--- src/rtl/bit_serial_pkg.sv ---
// rtl/bit_serial_pkg.sv - shared types and constants for the bit-serial adder
// Contents: state_t (IDLE, RUN, DONE) sequencing states; DEFAULT_WIDTH operand width.
package bit_serial_pkg;

  localparam int DEFAULT_WIDTH = 8;

  typedef enum logic [1:0] {
    IDLE = 2'd0,
    RUN  = 2'd1,
    DONE = 2'd2
  } state_t;

endpackage

--- src/rtl/bit_serial_adder_if.sv ---
// rtl/bit_serial_adder_if.sv - request/result bundle of the bit-serial adder
// Signals: start, a, b, cin (and sub when SERIAL_ADDER_SUB_EN is defined) from the
// requester; busy, done, sum, cout back from the adder.
// master modport: requester side. slave modport: adder side.
interface bit_serial_adder_if
  import bit_serial_pkg::*;
#(
  parameter int WIDTH = DEFAULT_WIDTH
);

  logic             start;
  logic [WIDTH-1:0] a;
  logic [WIDTH-1:0] b;
  logic             cin;
`ifdef SERIAL_ADDER_SUB_EN
  logic             sub;
`endif
  logic             busy;
  logic             done;
  logic [WIDTH-1:0] sum;
  logic             cout;

  modport master (
`ifdef SERIAL_ADDER_SUB_EN
    output sub,
`endif
    output start, a, b, cin,
    input  busy, done, sum, cout
  );

  modport slave (
`ifdef SERIAL_ADDER_SUB_EN
    input  sub,
`endif
    input  start, a, b, cin,
    output busy, done, sum, cout
  );

endinterface

--- src/rtl/full_adder.sv ---
// rtl/full_adder.sv - one-bit full adder datapath cell
// Ports: A, B, Cin (inputs); Sum, Cout (outputs). Purely combinational.
module full_adder (
  input  logic A,
  input  logic B,
  input  logic Cin,
  output logic Sum,
  output logic Cout
);

  assign Sum  = A ^ B ^ Cin;
  assign Cout = (A & B) | (Cin & (A ^ B));

endmodule

--- src/rtl/bit_serial_adder.sv ---
// rtl/bit_serial_adder.sv - multi-cycle bit-serial adder around one full_adder cell
// Ports: clk, rst_n (async active-low), bus (bit_serial_adder_if.slave:
// start/a/b/cin[/sub] in, busy/done/sum/cout out).
// Optional feature macro: SERIAL_ADDER_SUB_EN adds the sub input (a - b).
module bit_serial_adder
  import bit_serial_pkg::*;
#(
  parameter int WIDTH = DEFAULT_WIDTH
) (
  input  logic                clk,
  input  logic                rst_n,
  bit_serial_adder_if.slave   bus
);

  localparam int CW = (WIDTH > 1) ? $clog2(WIDTH) : 1;

  state_t           state, state_nxt;
  logic [WIDTH-1:0] shift_a, shift_b;
  logic [WIDTH-1:0] result_sr;
  logic [WIDTH-1:0] result_nxt;
  logic [WIDTH-1:0] sum_q;
  logic             carry;
  logic             cout_q;
  logic [CW-1:0]    bit_cnt;
  logic             last_bit;
  logic             fa_sum, fa_cout;
  logic             busy_c, done_c;

  full_adder u_full_adder (
    .A    (shift_a[0]),
    .B    (shift_b[0]),
    .Cin  (carry),
    .Sum  (fa_sum),
    .Cout (fa_cout)
  );

  assign last_bit = (bit_cnt == CW'(WIDTH - 1));

  // Result bits enter at the MSB; after WIDTH shifts the first bit lands at bit 0.
  assign result_nxt = {fa_sum, {(WIDTH-1){1'b0}}} | (result_sr >> 1);

  always_comb begin
    state_nxt = state;
    busy_c    = 1'b0;
    done_c    = 1'b0;
    case (state)
      IDLE: if (bus.start) state_nxt = RUN;
      RUN: begin
        busy_c = 1'b1;
        if (last_bit) state_nxt = DONE;
      end
      DONE: begin
        done_c    = 1'b1;
        state_nxt = IDLE;
      end
      default: state_nxt = IDLE;
    endcase
  end

  always_ff @(posedge clk or negedge rst_n) begin
    if (!rst_n) state <= IDLE;
    else        state <= state_nxt;
  end

  always_ff @(posedge clk or negedge rst_n) begin
    if (!rst_n) begin
      shift_a   <= '0;
      shift_b   <= '0;
      result_sr <= '0;
      sum_q     <= '0;
      carry     <= 1'b0;
      cout_q    <= 1'b0;
      bit_cnt   <= '0;
    end else begin
      case (state)
        IDLE: begin
          if (bus.start) begin
            shift_a   <= bus.a;
            result_sr <= '0;
            bit_cnt   <= '0;
`ifdef SERIAL_ADDER_SUB_EN
            // a - b computed as a + ~b + 1; cout=1 then means no borrow.
            shift_b   <= bus.sub ? ~bus.b : bus.b;
            carry     <= bus.sub ? 1'b1 : bus.cin;
`else
            shift_b   <= bus.b;
            carry     <= bus.cin;
`endif
          end
        end
        RUN: begin
          result_sr <= result_nxt;
          carry     <= fa_cout;
          shift_a   <= shift_a >> 1;
          shift_b   <= shift_b >> 1;
          bit_cnt   <= bit_cnt + CW'(1);
          // Visible outputs change only here, so partial results never show.
          if (last_bit) begin
            sum_q  <= result_nxt;
            cout_q <= fa_cout;
          end
        end
        default: ;
      endcase
    end
  end

  assign bus.busy = busy_c;
  assign bus.done = done_c;
  assign bus.sum  = sum_q;
  assign bus.cout = cout_q;

endmodule

--- src/flat_wrapper.sv ---
// flat-port wrapper written by rule: the top's interface ports become plain ports
module bit_serial_adder_flat import bit_serial_pkg::*;
#(
  parameter int WIDTH = DEFAULT_WIDTH
)
  (clk, rst_n, bus_start, bus_a, bus_b, bus_cin, bus_busy, bus_done, bus_sum, bus_cout);
  bit_serial_adder_if #(.WIDTH(WIDTH)) bus_i ();
  input  logic clk;
  input  logic rst_n;
  input wire logic [$bits(bus_i.start)-1:0] bus_start;
  input wire logic [$bits(bus_i.a)-1:0] bus_a;
  input wire logic [$bits(bus_i.b)-1:0] bus_b;
  input wire logic [$bits(bus_i.cin)-1:0] bus_cin;
  output wire logic [$bits(bus_i.busy)-1:0] bus_busy;
  output wire logic [$bits(bus_i.done)-1:0] bus_done;
  output wire logic [$bits(bus_i.sum)-1:0] bus_sum;
  output wire logic [$bits(bus_i.cout)-1:0] bus_cout;
  assign bus_i.start = bus_start;
  assign bus_i.a = bus_a;
  assign bus_i.b = bus_b;
  assign bus_i.cin = bus_cin;
  assign bus_busy = bus_i.busy;
  assign bus_done = bus_i.done;
  assign bus_sum = bus_i.sum;
  assign bus_cout = bus_i.cout;
  bit_serial_adder #(.WIDTH(WIDTH)) u_core (.clk(clk), .rst_n(rst_n), .bus(bus_i));
endmodule
--- config.mk ---
export PLATFORM = sky130hd
export DESIGN_NAME = bit_serial_adder_flat
export DESIGN_NICKNAME = d
export VERILOG_FILES = /design/src/rtl/bit_serial_pkg.sv /design/src/rtl/bit_serial_adder_if.sv /design/src/rtl/full_adder.sv /design/src/rtl/bit_serial_adder.sv /design/src/flat_wrapper.sv
export SDC_FILE = /design/constraint.sdc
export NUM_CORES = 1
export LEC_CHECK = 0
export CORE_MARGIN = 2
export CORE_UTILIZATION = 45
export CTS_BUF_LIST = sky130_fd_sc_hd__clkbuf_4 sky130_fd_sc_hd__clkbuf_8 sky130_fd_sc_hd__clkbuf_16
export DETAILED_ROUTE_END_ITERATION = 10
export GPL_ROUTABILITY_DRIVEN = 0
export PLACE_DENSITY_LB_ADDON = 0.25
export SYNTH_ARGS = -nofsm -noshare
export SYNTH_HDL_FRONTEND = slang
export SYNTH_SLANG_ARGS = --single-unit
--- constraint.sdc ---
create_clock -name clk -period 2 [get_ports clk]
set_input_delay 0.4 -clock clk [delete_from_list [all_inputs] [get_ports clk]]
set_output_delay 0.4 -clock clk [all_outputs]
set_load 0.01 [all_outputs]
Word-level counts from Yosys, hierarchy flattened
Cells that the tools add are included.

cells by class
  mux-type cells = 15
  reduce and logical (&&, ||, !) cells = 5
  add/subtract/negate cells = 1
  bitwise gates (word level) = 6
  equal/unequal tests = 5

operators with widths
  cell                   number
  $pmux W8 S2            3
  $mux W8                3
  $or A8 B7 Y8           1
  $pmux W3 S2            1
  $reduce_and A2 Y1      3
  $mux W2                2
  $pmux W2 S2            1
  $add A3 B1 Y3 const B  1
  $eq A3 B3 Y1 const B   1
  $mux W1                3
  $mux W3                1
  $and A1 B1 Y1          2
  $eq A2 B1 Y1 const B   1
  $eq A2 B2 Y1 const B   1
  $logic_not A2 Y1       1
  $ne A2 B1 Y1 const B   1
  $ne A2 B2 Y1 const B   1
  $pmux W1 S2            1
  $reduce_bool A2 Y1     1
  $xor A1 B1 Y1          2
  $or A1 B1 Y1           1

storage, ports and cells
  word-level logic and storage cells = 40
  input port bits = 20
  bits in registers = 39
  output and inout port bits = 11

Depth between registers and ports, before layout
Gate-level depths: netlist of run 1.

  depth in word-level cells = 4
  depth in mapped cells = 6
  gate-level depth less buffers = 4

By module
From an unflattened synthesis of run 1, not the netlist that was laid out.

second synthesis, totals
  cells, all modules = 136
  area total of the unflattened synthesis = 1685.4 um2

by module, submodules not included
  module            times used  seq. area each (um2)  cells each  area each (um2)
  bit_serial_adder  1           950.9                 135         1665.3
  full_adder        1           0.0                   1           20.0

Least setup slack after synthesis of run 1
No wires, ideal clock.

  path kind = register to register
  start point = reg u_core.bit_cnt[0]
  end point = reg u_core.cout_q, in the netlist u_core.bus.cout
  clock period less this slack = 1.348 ns
  arrival = 1.223 ns
  stages on the path, launching flop included = 5
  setup slack = 0.652 ns
  required time = 1.875 ns
  buffers on the path = 0
  library setup time = 0.125 ns
  cell sequence = dfrtp_1 ha_1 ha_1 nand2_8 mux2_4

between the ends
  cells in the longest elaborated chain, start to end = 2

RTL lines
  item                                RTL line                 text
  from (decl)                         bit_serial_adder.sv:24   logic [CW-1:0] bit_cnt;
  from (signal assigned)              bit_serial_adder.sv:96   bit_cnt <= bit_cnt + CW'(1);
  $eq A3 B3 Y1                        bit_serial_adder.sv:37   assign last_bit = (bit_cnt == CW'(WIDTH - 1));
  $reduce_and A2 Y1 (no source line)  -
  to (signal assigned)                bit_serial_adder.sv:100  cout_q <= fa_cout;
  to (decl)                           bit_serial_adder.sv:23   logic cout_q;

Every way passes these cells.
A chain may end at the register's enable or synchronous reset.

Worst setup path after layout of run 1
  start point = reg u_core.state[1]
  end point = out bus_busy

between the ends
  cells in the longest elaborated chain, start to end = 2

RTL lines
  item                    RTL line                text
  from (decl)             bit_serial_adder.sv:17  state_t state, state_nxt;
  from (signal assigned)  bit_serial_adder.sv:62  else state <= state_nxt;
  $eq A2 B1 Y1            bit_serial_adder.sv:46  case (state)
  $mux W1                 bit_serial_adder.sv:46
  to (decl)               flat_wrapper.sv:14      output wire logic [$bits(bus_i.busy)-1:0] bus_busy;

Every way passes these cells.

==> impl_metrics.yaml, run 1 <==
run_status:
  status: "complete, no violations"
clock_network:
  ctsResizeCount: 0
  path_clk_slew_ps: 70
  cts_tree: "yes"
  cts-hold-fix-buffers: 0
  cts_sinks: 38
  cts_root_buffer: "clkbuf_8"
  cts_buffer_depth: 2
  post-cts-setup-buffer-count: 0
  clk_latency_ps: 280
  htreeDepth: 2
  cts_inserted_buffers: 5
place:
  dpl.hpwl_mm: 2.30
  port_buffers: 30
  placedCellCount: 211
  pre_cts_ws_ps: 253
routing:
  postRouteAntennaNets: 0
  drtPass1Iterations: 4
  drc: 0
  drtIter0Drc: 69
  vias: 1177
  viasPerCell: 5.40
  avgRoutedWirePerCell_um: 15.1
  drt_wl_total_mm: 3.29
floorplanning:
  die_w_um: 64.6
  die-area_mm2: 0.00417
  rows: 22
  initial_core_util_pct: 45.8
  fp.coreArea_mm2: 0.00361
  io_pins: 31
  die_y_um: 64.6
layout:
  nNetsFinal: 193
  antenna_cells: 0
  syn2layout_area_growth_pct: 26.4
  final_cell_mix: "dfrtp_1 (38), clkdlybuf4s50_1 (30), o22ai_1 (20), a21oi_1 (15), nor2_1 (12)"
  final_common_cell: "dfrtp_1"
  fillers: 312
  multi_input_area_um2: 619
  fin_cells: 218
  final-seq-area_um2: 951
  drive_above_1_share_pct: 15.3
timing:
  final_hold_viol_count: 0
  fmax_mhz: 523
  rsz0062_at_grt: "no"
  fin_crit_sh_pct: 95.7
  finClkSkew_ps: 6.58
  maxSlewViolCount: 0
  worst_slew_pin_slew_ps: 751
  postLayoutSetupSlackWorst_ps: 86.7
  tns_ps: 0
  slew_headroom_pct: 49.8
  setup_viol: 0
  period_minus_slack_ps: 1910
global_routing:
  grt_max_degree: 39
  grt_antenna_before_repair: 0
  grt_pass1_wl_mm: 5.69
  grt-ovfl-total: 0
  grt_usage_pct: 18.0
  grt_pass1_vias: 1266
critical_path:
  cp_num_buf_inv: 2
  cp-startpoint: "u_core.state[1]"
  critPathCaptureType: "output pin"
  critical_path_class: "flop to output pin"
  critPathTopFamily: "buffers and inverters"
  slowest_stage: "clkdlybuf4s50_1"
  path_cells: "nand2b_1 -> inv_8 -> clkdlybuf4s50_1"
  path_max_fanout: 2
  critical_path_arrival_ps: 1510
  worstPathRequired_ps: 1600
  critPathLaunchType: "flop"
  r2r-start: "u_core.state[0]"
  max_stage_delay_ps: 530
logic_synthesis:
  synth_area_per_cell_um2: 12.2
  yosysWarnings: 0
  yosysUniqueCellTypes: 23
  synth_top_cell_area_share_pct: 57.5
  synth_area_leaders: "dfrtp_1 (58%), mux2_4 (8.2%), o22ai_1 (7.6%)"
  syn-cell-area_mm2: 0.00165
  synth_cells: 135
  ys_ff_latch: 38
  ys_seq_area_share_pct: 57.5
  syn_nets: 158
  synth_top_area_cell: "dfrtp_1"
worst_hold_path:
  hold_class: "flop to flop"
  hold_start: "u_core.bit_cnt[0]"
flow_run:
  max_cap_violations: 0
power_and_ir_drop:
  p_seq_share_pct: 43.0
  p_int_uw: 2090
  p_comb_share_pct: 40.8
  p_leak_uw: 0.000923
  pwr-share-clk_pct: 16.2
  switching_power_uw: 1040
  p_sw_share_pct: 33.1
  ir_drop_uv: 699
  power.density_mw_per_mm2: 1500
Yosys cell counts:
| library cell | count |
|---|---|
| inv_1 | 3 |
| nand2b_1 | 4 |
| o22ai_1 | 20 |
| dfrtp_1 | 38 |
| nor2b_1 | 1 |
| mux2_4 | 9 |
| inv_8 | 1 |
| ha_1 | 2 |
| buf_4 | 1 |
| nand2_1 | 2 |
| o21bai_1 | 1 |
| nor2_1 | 12 |
| nor4b_1 | 1 |
| o21ai_0 | 3 |
| o21ba_2 | 1 |
| fa_1 | 1 |
| a32o_1 | 1 |
| buf_6 | 2 |
| nor3_1 | 1 |
| buf_2 | 6 |
| a22o_1 | 9 |
| a21oi_1 | 15 |
| nand2_8 | 1 |
final timing paths:
path                                       end  slack [ps]  depth (start not counted)
setup / recovery                      bus_busy          90                          3
max in group asynchronous      u_core.bus.cout        1100                          2
setup reg to reg           u_core.result_sr[7]         540                          3
hold reg to reg              u_core.bit_cnt[0]         500                          1
hold / removal               u_core.bit_cnt[0]         500                          1
min in group asynchronous    u_core.bus.sum[0]         550                          2
worst reg2reg max path, cell delays in order, from the launching register on:
cell	delay, ps
dfrtp_1	390
buf_4	170
o21bai_1	610
a22o_1	240
flip-flops by register name, summed over array words and instances, names as in the netlist:
signal            flops
u_core.bit_cnt        3
u_core.bus.cout       1
u_core.bus.sum        8
u_core.carry          1
u_core.result_sr      7
u_core.shift_a        8
u_core.shift_b        8
u_core.state          2
per-layer routing:
metal  global-route usage [%]  part of all wire, %  vias up
met2                     31.1                   50       31
met5                        0                    0        -
met1                     21.7                   45      577
met4                     7.18                  1.4        0
met3                     4.17                  3.8        4
li1                         -                    -      565
cell type report:
type	count	share of cell area, %
clock buffer	7	4.01
inverter	4	1.08
multi-input combinational	84	29.6
sequential	38	45.5
tap	48	2.87
timing repair buffer	37	16.9
power by group through the flow:
stage                     logic [uW]  registers [uW]  clock network, uW
after floorplan                  873            1340                  0
after global placement          1240            1340                  0
after detailed placement        1290            1360                  0
after CTS                       1290            1350                525
after global routing            1420            1390                565
final                           1280            1350                507
stage by stage:
step | instance area, um2 | util (%) | hold WS, ps | total power [uW]
after floorplan | 1650 | - | 104 | 2220
after global placement | 2010 | 55.6 | 484 | 2580
after detailed placement | 2010 | 55.6 | 495 | 2650
after CTS | 2090 | 57.9 | 506 | 3160
after global routing | 2090 | 57.9 | 525 | 3370
final | 2090 | 57.9 | 504 | 3130
cell families after synthesis:
family | after synthesis | share of synthesized area [%]
compound gates | 50 | 19.5
fa+ha+maj | 3 | 2.73
simple gates | 22 | 7.12
buf+inv | 13 | 5.00
mux | 9 | 8.18
flops | 38 | 57.5
Note: power is estimated with default switching activity, not from simulation.
==> run 2, diff against run 1 <==
--- a/config.mk
+++ b/config.mk
@@ -5,6 +5,7 @@
 export SDC_FILE = /design/constraint.sdc
 export NUM_CORES = 1
 export LEC_CHECK = 0
+export ABC_CLOCK_PERIOD_IN_PS = 2000
 export CORE_MARGIN = 2
 export CORE_UTILIZATION = 45
 export CTS_BUF_LIST = sky130_fd_sc_hd__clkbuf_4 sky130_fd_sc_hd__clkbuf_8 sky130_fd_sc_hd__clkbuf_16
==> results of run 2 <==
No change in the layout: final DEF, timing and power equal those of run 1.
